[src/rtl/chess_gfx_pkg.sv]
// ---------------------------------------------------------------------------
// chess_gfx_pkg
// Shared types and constants for the chess sprite datapath.
//   piece_t    : 4-bit piece codes (0 empty, 1-6 white P..K, 9-14 black P..K)
//   SQ_PIX     : pixels per square edge (55)
//   BOARD_DIM  : squares per board edge (8)
//   SPRITE_AW  : sprite ROM address width
//   SQ_W       : width of a square index (row*8+col)
// ---------------------------------------------------------------------------
package chess_gfx_pkg;

  typedef enum logic [3:0] {
    PC_EMPTY = 4'd0,
    PC_WP    = 4'd1,
    PC_WN    = 4'd2,
    PC_WB    = 4'd3,
    PC_WR    = 4'd4,
    PC_WQ    = 4'd5,
    PC_WK    = 4'd6,
    PC_BP    = 4'd9,
    PC_BN    = 4'd10,
    PC_BB    = 4'd11,
    PC_BR    = 4'd12,
    PC_BQ    = 4'd13,
    PC_BK    = 4'd14
  } piece_t;

  localparam int SQ_PIX    = 55;
  localparam int BOARD_DIM = 8;
  localparam int SPRITE_AW = 12;
  localparam int SQ_W      = 6;

  // Square index as stored in the board array: row in the upper bits.
  function automatic logic [SQ_W-1:0] sq_index(input logic [2:0] row, input logic [2:0] col);
    return {row, col};
  endfunction

endpackage

[src/rtl/chess_sprite_sequencer_tile_axis_counter.sv]
// ---------------------------------------------------------------------------
// tile_axis_counter
// Walks one raster axis across the board: an offset inside the current square
// (0..54) and the square index along the axis (0..7). Used for X (stepped
// every pixel) and for Y (stepped on each line change).
// Ports:
//   clk_i, rst_ni : clock, async active-low reset
//   load_i        : restart at square 0 / offset 0 and become active
//   step_i        : advance one pixel/line while active
//   off_o         : offset within the current square
//   idx_o         : square index along the axis
//   active_o      : axis is inside the board
// ---------------------------------------------------------------------------
module tile_axis_counter
  import chess_gfx_pkg::*;
(
  input  logic       clk_i,
  input  logic       rst_ni,
  input  logic       load_i,
  input  logic       step_i,
  output logic [5:0] off_o,
  output logic [2:0] idx_o,
  output logic       active_o
);

  logic [5:0] off_q, off_d;
  logic [2:0] idx_q, idx_d;
  logic       active_q, active_d;

  // Load wins over step; stepping past the last offset of the last square
  // drops active until the next load.
  always_comb begin
    off_d    = off_q;
    idx_d    = idx_q;
    active_d = active_q;
    if (load_i) begin
      off_d    = '0;
      idx_d    = '0;
      active_d = 1'b1;
    end else if (step_i && active_q) begin
      if (off_q == 6'(SQ_PIX - 1)) begin
        off_d = '0;
        if (idx_q == 3'(BOARD_DIM - 1)) begin
          idx_d    = '0;
          active_d = 1'b0;
        end else begin
          idx_d = idx_q + 3'd1;
        end
      end else begin
        off_d = off_q + 6'd1;
      end
    end
  end

  always_ff @(posedge clk_i or negedge rst_ni) begin
    if (!rst_ni) begin
      off_q    <= '0;
      idx_q    <= '0;
      active_q <= 1'b0;
    end else begin
      off_q    <= off_d;
      idx_q    <= idx_d;
      active_q <= active_d;
    end
  end

  assign off_o    = off_q;
  assign idx_o    = idx_q;
  assign active_o = active_q;

endmodule

[src/rtl/chess_sprite_sequencer.sv]
// ---------------------------------------------------------------------------
// chess_sprite_sequencer
// Per-pixel sequencer for the chess sprite datapath. Stage 1 tracks the raster
// over the 8x8 board with counters; stage 2 reads the 64-entry board and forms
// the sprite ROM address. All outputs refer to the DrawX/DrawY/blank sampled
// two cycles earlier. Board writes are accepted only in vertical blank.
// Optional feature macro: CURSOR_HILITE_EN (cursor square highlight).
// Ports:
//   vga_clk, reset_n       : pixel clock, async active-low reset
//   DrawX, DrawY, blank    : raster position, blank=1 means active video
//   wr_valid/square/piece  : board write request; wr_ready accepts it
//   cursor_sq              : highlighted square (CURSOR_HILITE_EN only)
//   rom_addr               : y_off*55 + x_off within the sprite
//   piece_code             : board content of the current square
//   in_board, sq_dark      : inside board / (row+col) odd (0 outside board)
//   hilite                 : current square equals cursor_sq
//   blank_out              : blank aligned with the other outputs
// ---------------------------------------------------------------------------
module chess_sprite_sequencer
  import chess_gfx_pkg::*;
#(
  parameter int BOARD_X0 = 100,
  parameter int BOARD_Y0 = 20,
  parameter int V_ACTIVE = 480
) (
  input  logic                 vga_clk,
  input  logic                 reset_n,
  input  logic [9:0]           DrawX,
  input  logic [9:0]           DrawY,
  input  logic                 blank,
  input  logic                 wr_valid,
  input  logic [SQ_W-1:0]      wr_square,
  input  logic [3:0]           wr_piece,
  output logic                 wr_ready,
  input  logic [SQ_W-1:0]      cursor_sq,
  output logic [SPRITE_AW-1:0] rom_addr,
  output logic [3:0]           piece_code,
  output logic                 in_board,
  output logic                 sq_dark,
  output logic                 hilite,
  output logic                 blank_out
);

  logic [9:0] drawy_q;
  logic       blank1_q;
  logic       wr_ready_q;
  logic       line_chg;

  logic [5:0] x_off, y_off;
  logic [2:0] col, row;
  logic       x_active, row_lock;

  piece_t     board_q [BOARD_DIM*BOARD_DIM];

  logic                 in_board_d, in_board_q;
  logic [SPRITE_AW-1:0] rom_addr_d, rom_addr_q;
  piece_t               piece_d, piece_q;
  logic                 dark_d, dark_q;
  logic                 blank2_q;
  logic [SQ_W-1:0]      sq_idx;

  assign line_chg = (DrawY != drawy_q);

  tile_axis_counter u_x_axis (
    .clk_i    (vga_clk),
    .rst_ni   (reset_n),
    .load_i   (DrawX == 10'(BOARD_X0)),
    .step_i   (1'b1),
    .off_o    (x_off),
    .idx_o    (col),
    .active_o (x_active)
  );

  // The Y axis only moves on line changes, so its active flag doubles as the
  // row lock; after reset it stays clear until the raster reaches BOARD_Y0.
  tile_axis_counter u_y_axis (
    .clk_i    (vga_clk),
    .rst_ni   (reset_n),
    .load_i   (DrawY == 10'(BOARD_Y0)),
    .step_i   (line_chg),
    .off_o    (y_off),
    .idx_o    (row),
    .active_o (row_lock)
  );

  // Stage 1 side registers: line-change reference, blank, and the write
  // window, which opens only once the raster is in vertical blank.
  always_ff @(posedge vga_clk or negedge reset_n) begin
    if (!reset_n) begin
      drawy_q    <= '0;
      blank1_q   <= 1'b0;
      wr_ready_q <= 1'b0;
    end else begin
      drawy_q    <= DrawY;
      blank1_q   <= blank;
      wr_ready_q <= (DrawY >= 10'(V_ACTIVE));
    end
  end

  // Board writes land only during vblank, so the active frame never sees a
  // square change under it.
  always_ff @(posedge vga_clk or negedge reset_n) begin
    if (!reset_n) begin
      for (int i = 0; i < BOARD_DIM*BOARD_DIM; i++) begin
        board_q[i] <= PC_EMPTY;
      end
    end else if (wr_valid && wr_ready_q) begin
      board_q[wr_square] <= piece_t'(wr_piece);
    end
  end

  // Stage 2 next-state: everything is forced to 0 outside the board so the
  // pixel mux can use in_board alone to pick the background.
  always_comb begin
    sq_idx     = sq_index(row, col);
    in_board_d = x_active & row_lock & blank1_q;
    rom_addr_d = '0;
    piece_d    = PC_EMPTY;
    dark_d     = 1'b0;
    if (in_board_d) begin
      rom_addr_d = SPRITE_AW'(y_off) * SPRITE_AW'(SQ_PIX) + SPRITE_AW'(x_off);
      piece_d    = board_q[sq_idx];
      dark_d     = row[0] ^ col[0];
    end
  end

  always_ff @(posedge vga_clk or negedge reset_n) begin
    if (!reset_n) begin
      in_board_q <= 1'b0;
      rom_addr_q <= '0;
      piece_q    <= PC_EMPTY;
      dark_q     <= 1'b0;
      blank2_q   <= 1'b0;
    end else begin
      in_board_q <= in_board_d;
      rom_addr_q <= rom_addr_d;
      piece_q    <= piece_d;
      dark_q     <= dark_d;
      blank2_q   <= blank1_q;
    end
  end

`ifdef CURSOR_HILITE_EN
  logic hilite_q;

  // Cursor highlight, registered alongside the rest of stage 2.
  always_ff @(posedge vga_clk or negedge reset_n) begin
    if (!reset_n) begin
      hilite_q <= 1'b0;
    end else begin
      hilite_q <= in_board_d & (sq_idx == cursor_sq);
    end
  end

  assign hilite = hilite_q;
`else
  logic unused_cursor;
  assign unused_cursor = ^cursor_sq;
  assign hilite        = 1'b0;
`endif

  assign wr_ready   = wr_ready_q;
  assign in_board   = in_board_q;
  assign rom_addr   = rom_addr_q;
  assign piece_code = piece_q;
  assign sq_dark    = dark_q;
  assign blank_out  = blank2_q;

endmodule

[config.mk]
export PLATFORM = sky130hd
export DESIGN_NAME = chess_sprite_sequencer
export DESIGN_NICKNAME = d
export VERILOG_FILES = /design/src/rtl/chess_gfx_pkg.sv /design/src/rtl/chess_sprite_sequencer_tile_axis_counter.sv /design/src/rtl/chess_sprite_sequencer.sv
export SDC_FILE = /design/constraint.sdc
export NUM_CORES = 1
export LEC_CHECK = 0
export BUFFER_PORTS_ARGS = -buffer_cell sky130_fd_sc_hd__buf_2
export CORE_ASPECT_RATIO = 0.9
export CORE_UTILIZATION = 55
export CTS_CLUSTER_SIZE = 12
export DETAILED_ROUTE_END_ITERATION = 8
export PLACE_DENSITY_LB_ADDON = 0.25
export SLEW_MARGIN = 20
export SYNTH_ARGS = -nofsm -noshare
export SYNTH_HDL_FRONTEND = slang
export SYNTH_HIERARCHICAL = 1
export SYNTH_SLANG_ARGS = --single-unit
[constraint.sdc]
create_clock -name vga_clk -period 3.9 [get_ports vga_clk]
set_clock_uncertainty 0.1 [all_clocks]
set_input_delay 0.78 -clock vga_clk [delete_from_list [all_inputs] [get_ports vga_clk]]
set_output_delay 0.78 -clock vga_clk [all_outputs]
set_load 0.005 [all_outputs]
Word-level counts from Yosys, hierarchy flattened. Cells that the tools add are included.

Word-level logic and storage cells: 142. Register bits after elaboration: 307.

Reductions and logical operators: 11. Multiplexer cells: 31. Equality and inequality tests: 7. Add/subtract/negate cells: 5. Bitwise gates (word level): 5. $mul: 1. Order comparisons: 4.

Operators with widths (count): 256-bit bitwise mux (1); 6-bit 2-to-1 mux (6); 4-bit binary-select mux with 6-bit select (1); 4-bit demux with 6-bit select (1); 3-bit 2-to-1 mux (8); 4-bit 2-to-1 mux (4); 7-bit >= comparator (second input constant) (2); 6-bit NOT with 7-bit output (2); 12-bit by 6-bit adder with 12-bit output (1); 6-bit by 1-bit adder with 6-bit output (second input constant) (2); 6-bit equality test (second input constant) (2); 6-bit by 6-bit multiplier with 12-bit output (second input constant) (1); 12-bit 2-to-1 mux (1); 10-bit by 5-bit equality test with 1-bit output (second input constant) (1); 10-bit by 7-bit equality test with 1-bit output (second input constant) (1); 10-bit by 9-bit >= comparator with 1-bit output (second input constant) (1); 10-bit inequality test (1); 2-bit nonzero test (5); 1-bit 2-to-1 mux (9); 7-bit by 1-bit < comparator with 1-bit output (second input constant) (1); 3-bit by 1-bit adder with 3-bit output (second input constant) (2); 3-bit equality test (second input constant) (2); 2-bit AND reduction (2); 1-bit logical AND (3); 3 further kinds (4).

Longest topological paths before layout.
Depth after elaboration: 6. Mapped depth: 14. Depth with buffers taken out: 14.

By module. Netlist, hierarchy kept.

Modules (own cells, without submodules): chess_sprite_sequencer (area an instance 14092.3 sq um, times used 1, sequential area each 7181.9 sq um, cells an instance 994); tile_axis_counter (area an instance 558.0 sq um, times used 2, sequential area each 250.2 sq um, cells an instance 52).

Worst setup path after synthesis. OpenSTA, ideal clock, no wires.

Kind: register -> register. Start: reg u_y_axis.off_q[3] (netlist: u_y_axis/off_o[3]). End: reg rom_addr_q[10] (netlist: rom_addr[10]). Arrival time: 3.401 ns. Cell stages (with the launch flop): 14. Required time: 3.721 ns. Slack: 0.320 ns. Period minus slack after synthesis: 3.580 ns. Buffers on the path: 0. Cells stage by stage: dfrtp_1 -> inv_1 -> fa_1 -> inv_1 -> ha_1 -> inv_1 -> fa_1 -> fa_1 -> inv_1 -> ha_1 -> nand2_1 -> o211ai_1 -> a311oi_1 -> mux2i_1.

Word-level cells in the longest chain between the ends: 3.

Ends and longest elaborated chain: from (decl) (RTL line chess_sprite_sequencer_tile_axis_counter.sv:26) `logic [5:0] off_q, off_d;`; from (signal assigned) (RTL line chess_sprite_sequencer_tile_axis_counter.sv:57) `off_q <= '0;`; from (signal assigned) (RTL line chess_sprite_sequencer_tile_axis_counter.sv:61) `off_q <= off_d;`; 6-bit by 6-bit multiplier with 12-bit output (RTL line chess_sprite_sequencer.sv:121) `rom_addr_d = SPRITE_AW'(y_off) * SPRITE_AW'(SQ_PIX) + SPRITE_AW'(x_off);`; 12-bit by 6-bit adder with 12-bit output (RTL line chess_sprite_sequencer.sv:121); 12-bit 2-to-1 mux (RTL line chess_sprite_sequencer.sv:120) `if (in_board_d) begin`; named net rom_addr_d[10] (RTL line chess_sprite_sequencer.sv:56) `logic [SPRITE_AW-1:0] rom_addr_d, rom_addr_q;`; to (signal assigned) (RTL line chess_sprite_sequencer.sv:136) `rom_addr_q <= rom_addr_d;`; to (decl) (RTL line chess_sprite_sequencer.sv:56).

The timed path passes the listed nets, and every way through them passes these cells. A chain may end at the register's enable or synchronous reset.

Worst setup path after layout.
Start: reg u_y_axis.off_q[2] (netlist: u_y_axis/off_o[2]). End: reg rom_addr_q[11] (netlist: rom_addr[11]).

The elaborated chain is that of the path after synthesis.

==> summary.md <==
• TritonCTS clock tree: done
• remaining routing DRC violations: 0
• ratio of final minimum period to clock period: 0.9246
• HPWL after detailed placement: 21,200 µm
• sort of element at the end of the critical path: register
• Die H: 159.8 µm
• global-route usage over all layers: 0.2468
• area of the core: 0.02710 mm²
• endpoint of the worst-slack reg-to-reg timing path: rom_addr[11]$_DFF_PN0_
• area growth from synthesis to layout: 11.58%
• number of port buffers: 53
• warnings from Yosys: 6
• summed instance area of the synthesized netlist: 0.01521 mm²
• switching portion of total power: 0.2839
• nets@finish: 1,238
• number of max-cap violations: 0
• pwr/cell area: 532.5 mW/mm²
• final hold violation count: 0
• sum of negative setup slack: 0 ns
• Internal Power: 0.006471 W
• most common library cell in the layout ignoring fill and taps: sky130_fd_sc_hd__dfrtp_1
• number of buffers created by CTS: 35
• die outline width: 177.3 µm
• total count of max-transition violations in the final report: 0
• routed length per placed instance: 21.62 µm
• share of total power in sequential cells: 0.399
• EDFF count, synth: 0
• final cell area excluding filler cells: 0.01697 mm²
• Register-to-Register Path Depth: 12
• Mapped Avg Cell Area: 13.85 µm²
• commonest cells after routing, fill and taps aside: sky130_fd_sc_hd__dfrtp_1, sky130_fd_sc_hd__mux2_2, sky130_fd_sc_hd__nor2_1
• average via count per standard cell: 6.011
• Final Non-Filler Cells: 1,522
• proportion of synthesized flip-flops having asynchronous set or reset: 1.000
• global placer's final weighted congestion: 0.8215
• top achievable clock speed: 0.2773 GHz
• result of the run: completed
• vias in the first global route: 9,517
• area of the die: 0.02832 mm²
• Critical R2R Launch: u_y_axis/off_o[2]$_DFFE_PN0P_
• # placed instances: 1,460
• share of layout cells above drive strength 1: 0.3973
• residual overflow from global routing: 0
• final setup vio count: 0
• n_diodes: 0
• Cell variety after synth: 64
• power dissipated by switching net loads: 0.002565 W
• Critical Path Sink: rom_addr[11]$_DFF_PN0_
• number of optimization iterations in the first detailed-route pass: 4
• global-route wire length before repair: 53,740 µm
• actual slew at the worst max-slew pin: 0.9875 ns
• register-to-register setup slack: 0.29 ns
• pin count of the biggest net entering global routing: 87
• source of the critical timing path: u_y_axis/off_o[2]$_DFFE_PN0P_
• setup repair after global routing missed its margin: false
• time the worst path needs with I/O delays and setup: 3.606 ns
• placed standard-cell area: 0.01581 mm²
• proportion of power drawn by combinational gates: 0.244
• vias: 9,148
• class of the worst hold path: primary input to async pin
• Worst Path Class, Setup: register to register
• number of instances in the synthesized netlist: 1,098
• clock network latency to the later pin of the worst-skew pair: 0.52 ns
• data arrival time of the worst path: 3.93 ns
• Hold WS: 0.1204 ns
• clock group share of total power: 0.357
• ports placed on the boundary: 61
• clock tree root buffer cell: sky130_fd_sc_hd__clkbuf_16
• Leak: 8.096 nW
• H-tree Lvls: 2
• number of cell rows: 57
• Crit Path Max Fanout: 7
• headroom to the max-slew limit: 0.3417
• initial core utilization: 0.5612
• number of nets with antenna violations after routing: 0
• most used flip-flop cell after synthesis: sky130_fd_sc_hd__dfrtp_1
• initial antenna violation count: 0
• initial detailed-routing violation count: 644
• TritonCTS sink count: 307
• Worst-path clk slew: 0.06 ns
• fraction of the yosys area taken by sequential cells: 0.5051
• CP Launch Type: register
• Post-Route WL: 32,910 µm
• clock tree buffer depth: 3
• total design power: 0.009036 W
• synthesis-stage register bit count: 307
• FILL cells: 2,110
• worst endpoint required time: 4.23 ns
• VDD IR max: 0.3823 mV
[critical path, stage by stage (launching register included)]
cell and delay (ns):
sky130_fd_sc_hd__dfrtp_1 0.37, sky130_fd_sc_hd__buf_4 0.16, sky130_fd_sc_hd__ha_1 0.27, sky130_fd_sc_hd__inv_1 0.05, sky130_fd_sc_hd__fa_1 0.49, sky130_fd_sc_hd__inv_1 0.05, sky130_fd_sc_hd__fa_1 0.47, sky130_fd_sc_hd__ha_1 0.32
sky130_fd_sc_hd__ha_1 0.39, sky130_fd_sc_hd__and2_1 0.19, sky130_fd_sc_hd__a311o_1 0.37, sky130_fd_sc_hd__a21o_1 0.19, sky130_fd_sc_hd__o211ai_1 0.08
[through the flow]
| stage | util | setup slack [ns] |
|---|---|---|
| floorplan | - | 0.3197 |
| global placement | 0.5835 | 0.2498 |
| detailed placement | 0.5835 | 0.2400 |
| CTS | 0.6253 | 0.2202 |
| global route | 0.6262 | 0.04711 |
| finish | 0.6262 | 0.2941 |
[what timing repair did]
action | in CTS | in global routing
setup buffers | 0 | 1
setup endpoints to repair | 0 | 1
resized for setup | 0 | 1
hold buffers | 0 | 0
[registers in the layout, summed over array words and instances (netlist names), 3 cells and up]
signal,count
piece_code,4
u_y_axis/idx_o,3
u_x_axis/idx_o,3
drawy_q,10
rom_addr,12
board_q,256
u_x_axis/off_o,6
u_y_axis/off_o,6
[Yosys cell counts (3+ instances only)]
cell type	n	area, µm²
sky130_fd_sc_hd__inv_1	32	120.1
sky130_fd_sc_hd__nor3_1	6	30.03
sky130_fd_sc_hd__o21ai_0	7	35.03
sky130_fd_sc_hd__nand3_1	19	95.09
sky130_fd_sc_hd__buf_4	10	75.07
sky130_fd_sc_hd__mux4_2	64	1441
sky130_fd_sc_hd__xor2_1	10	87.58
sky130_fd_sc_hd__xnor2_1	7	61.31
sky130_fd_sc_hd__clkbuf_1	36	135.1
sky130_fd_sc_hd__or2_2	4	25.02
sky130_fd_sc_hd__a31oi_1	3	18.77
sky130_fd_sc_hd__nand4_1	3	18.77
sky130_fd_sc_hd__a211oi_1	3	22.52
sky130_fd_sc_hd__dfrtp_1	307	7682
sky130_fd_sc_hd__a311oi_1	3	26.28
sky130_fd_sc_hd__a21oi_1	12	60.06
sky130_fd_sc_hd__o31ai_1	4	30.03
sky130_fd_sc_hd__a22o_1	3	26.28
sky130_fd_sc_hd__and2b_1	4	30.03
sky130_fd_sc_hd__mux2_2	256	2883
sky130_fd_sc_hd__buf_1	5	18.77
sky130_fd_sc_hd__a22oi_1	3	22.52
sky130_fd_sc_hd__nand2b_1	4	25.02
sky130_fd_sc_hd__nor2b_1	5	31.28
sky130_fd_sc_hd__and2_1	5	31.28
sky130_fd_sc_hd__buf_6	4	45.04
sky130_fd_sc_hd__mux2_4	6	90.09
sky130_fd_sc_hd__buf_2	8	40.04
sky130_fd_sc_hd__nor4_1	5	31.28
sky130_fd_sc_hd__fa_1	13	260.3
sky130_fd_sc_hd__mux2i_1	15	150.1
sky130_fd_sc_hd__o211ai_1	5	37.54
sky130_fd_sc_hd__ha_1	41	513.0
sky130_fd_sc_hd__o22ai_1	9	56.30
sky130_fd_sc_hd__nor4b_1	3	26.28
sky130_fd_sc_hd__a21o_1	10	75.07
sky130_fd_sc_hd__or3_1	8	50.05
sky130_fd_sc_hd__nor3b_1	3	22.52
sky130_fd_sc_hd__nand2_1	51	191.4
sky130_fd_sc_hd__nor2_1	67	251.5
[worst min-delay path by stage]
| stage | cells after the start | endpoint |
|---|---|---|
| global route | 1 | rom_addr[0]$_DFF_PN0_ |
| floorplan | 0 | blank_out$_DFF_PN0_ |
| CTS | 1 | rom_addr[0]$_DFF_PN0_ |
| global placement | 0 | blank_out$_DFF_PN0_ |
| detailed placement | 0 | blank_out$_DFF_PN0_ |
| finish | 1 | rom_addr[0]$_DFF_PN0_ |
[routing by layer]
layer	GRT usage	part of all wire	up-vias	wire length [µm]
li1	-	-	4096	-
met3	0.04095	0.045	72	1475
met5	0	0	-	0
met4	0.07925	0.029	0	947
met1	0.3579	0.45	4782	14780
met2	0.3814	0.48	198	15710
[cells by family (layout without fill, tap and decap cells)]
kind of cell / count (synthesis) / count (layout) / synth area share
adders and majority gates: 54 / 54 / 0.05084
AOI/OAI and AO/OA: 76 / 76 / 0.03538
xor gates and xnor gates: 17 / 17 / 0.009790
muxes: 342 / 342 / 0.3019
buffers and inverters: 96 / 165 / 0.02879
and+or+nand+nor: 204 / 204 / 0.06771
other: 2 / 3 / 0.0004938
DFF: 307 / 307 / 0.5051
[final cells by class]
class                           count  area, µm²  area share
Multi-Input combinational cell    696       7098      0.4183
Clock buffer                       55       1032     0.06083
Timing Repair Buffer               71      483.0     0.02846
Sequential cell                   307       7689      0.4531
Clock inverter                      6      101.3    0.005972
Inverter                           33      123.9    0.007299
Tap cell                          354      442.9     0.02610
[power groups by stage]
stage	combinational, W	clock (W)	sequential (W)
final	0.00221	0.00323	0.00360
after global routing	0.00251	0.00342	0.00363
after CTS	0.00215	0.00330	0.00360
after detailed placement	0.00212	0	0.00365
after global placement	0.00207	0	0.00364
after floorplan	0.00167	0	0.00360
No activity file was read; power rests on OpenSTA's default activity.
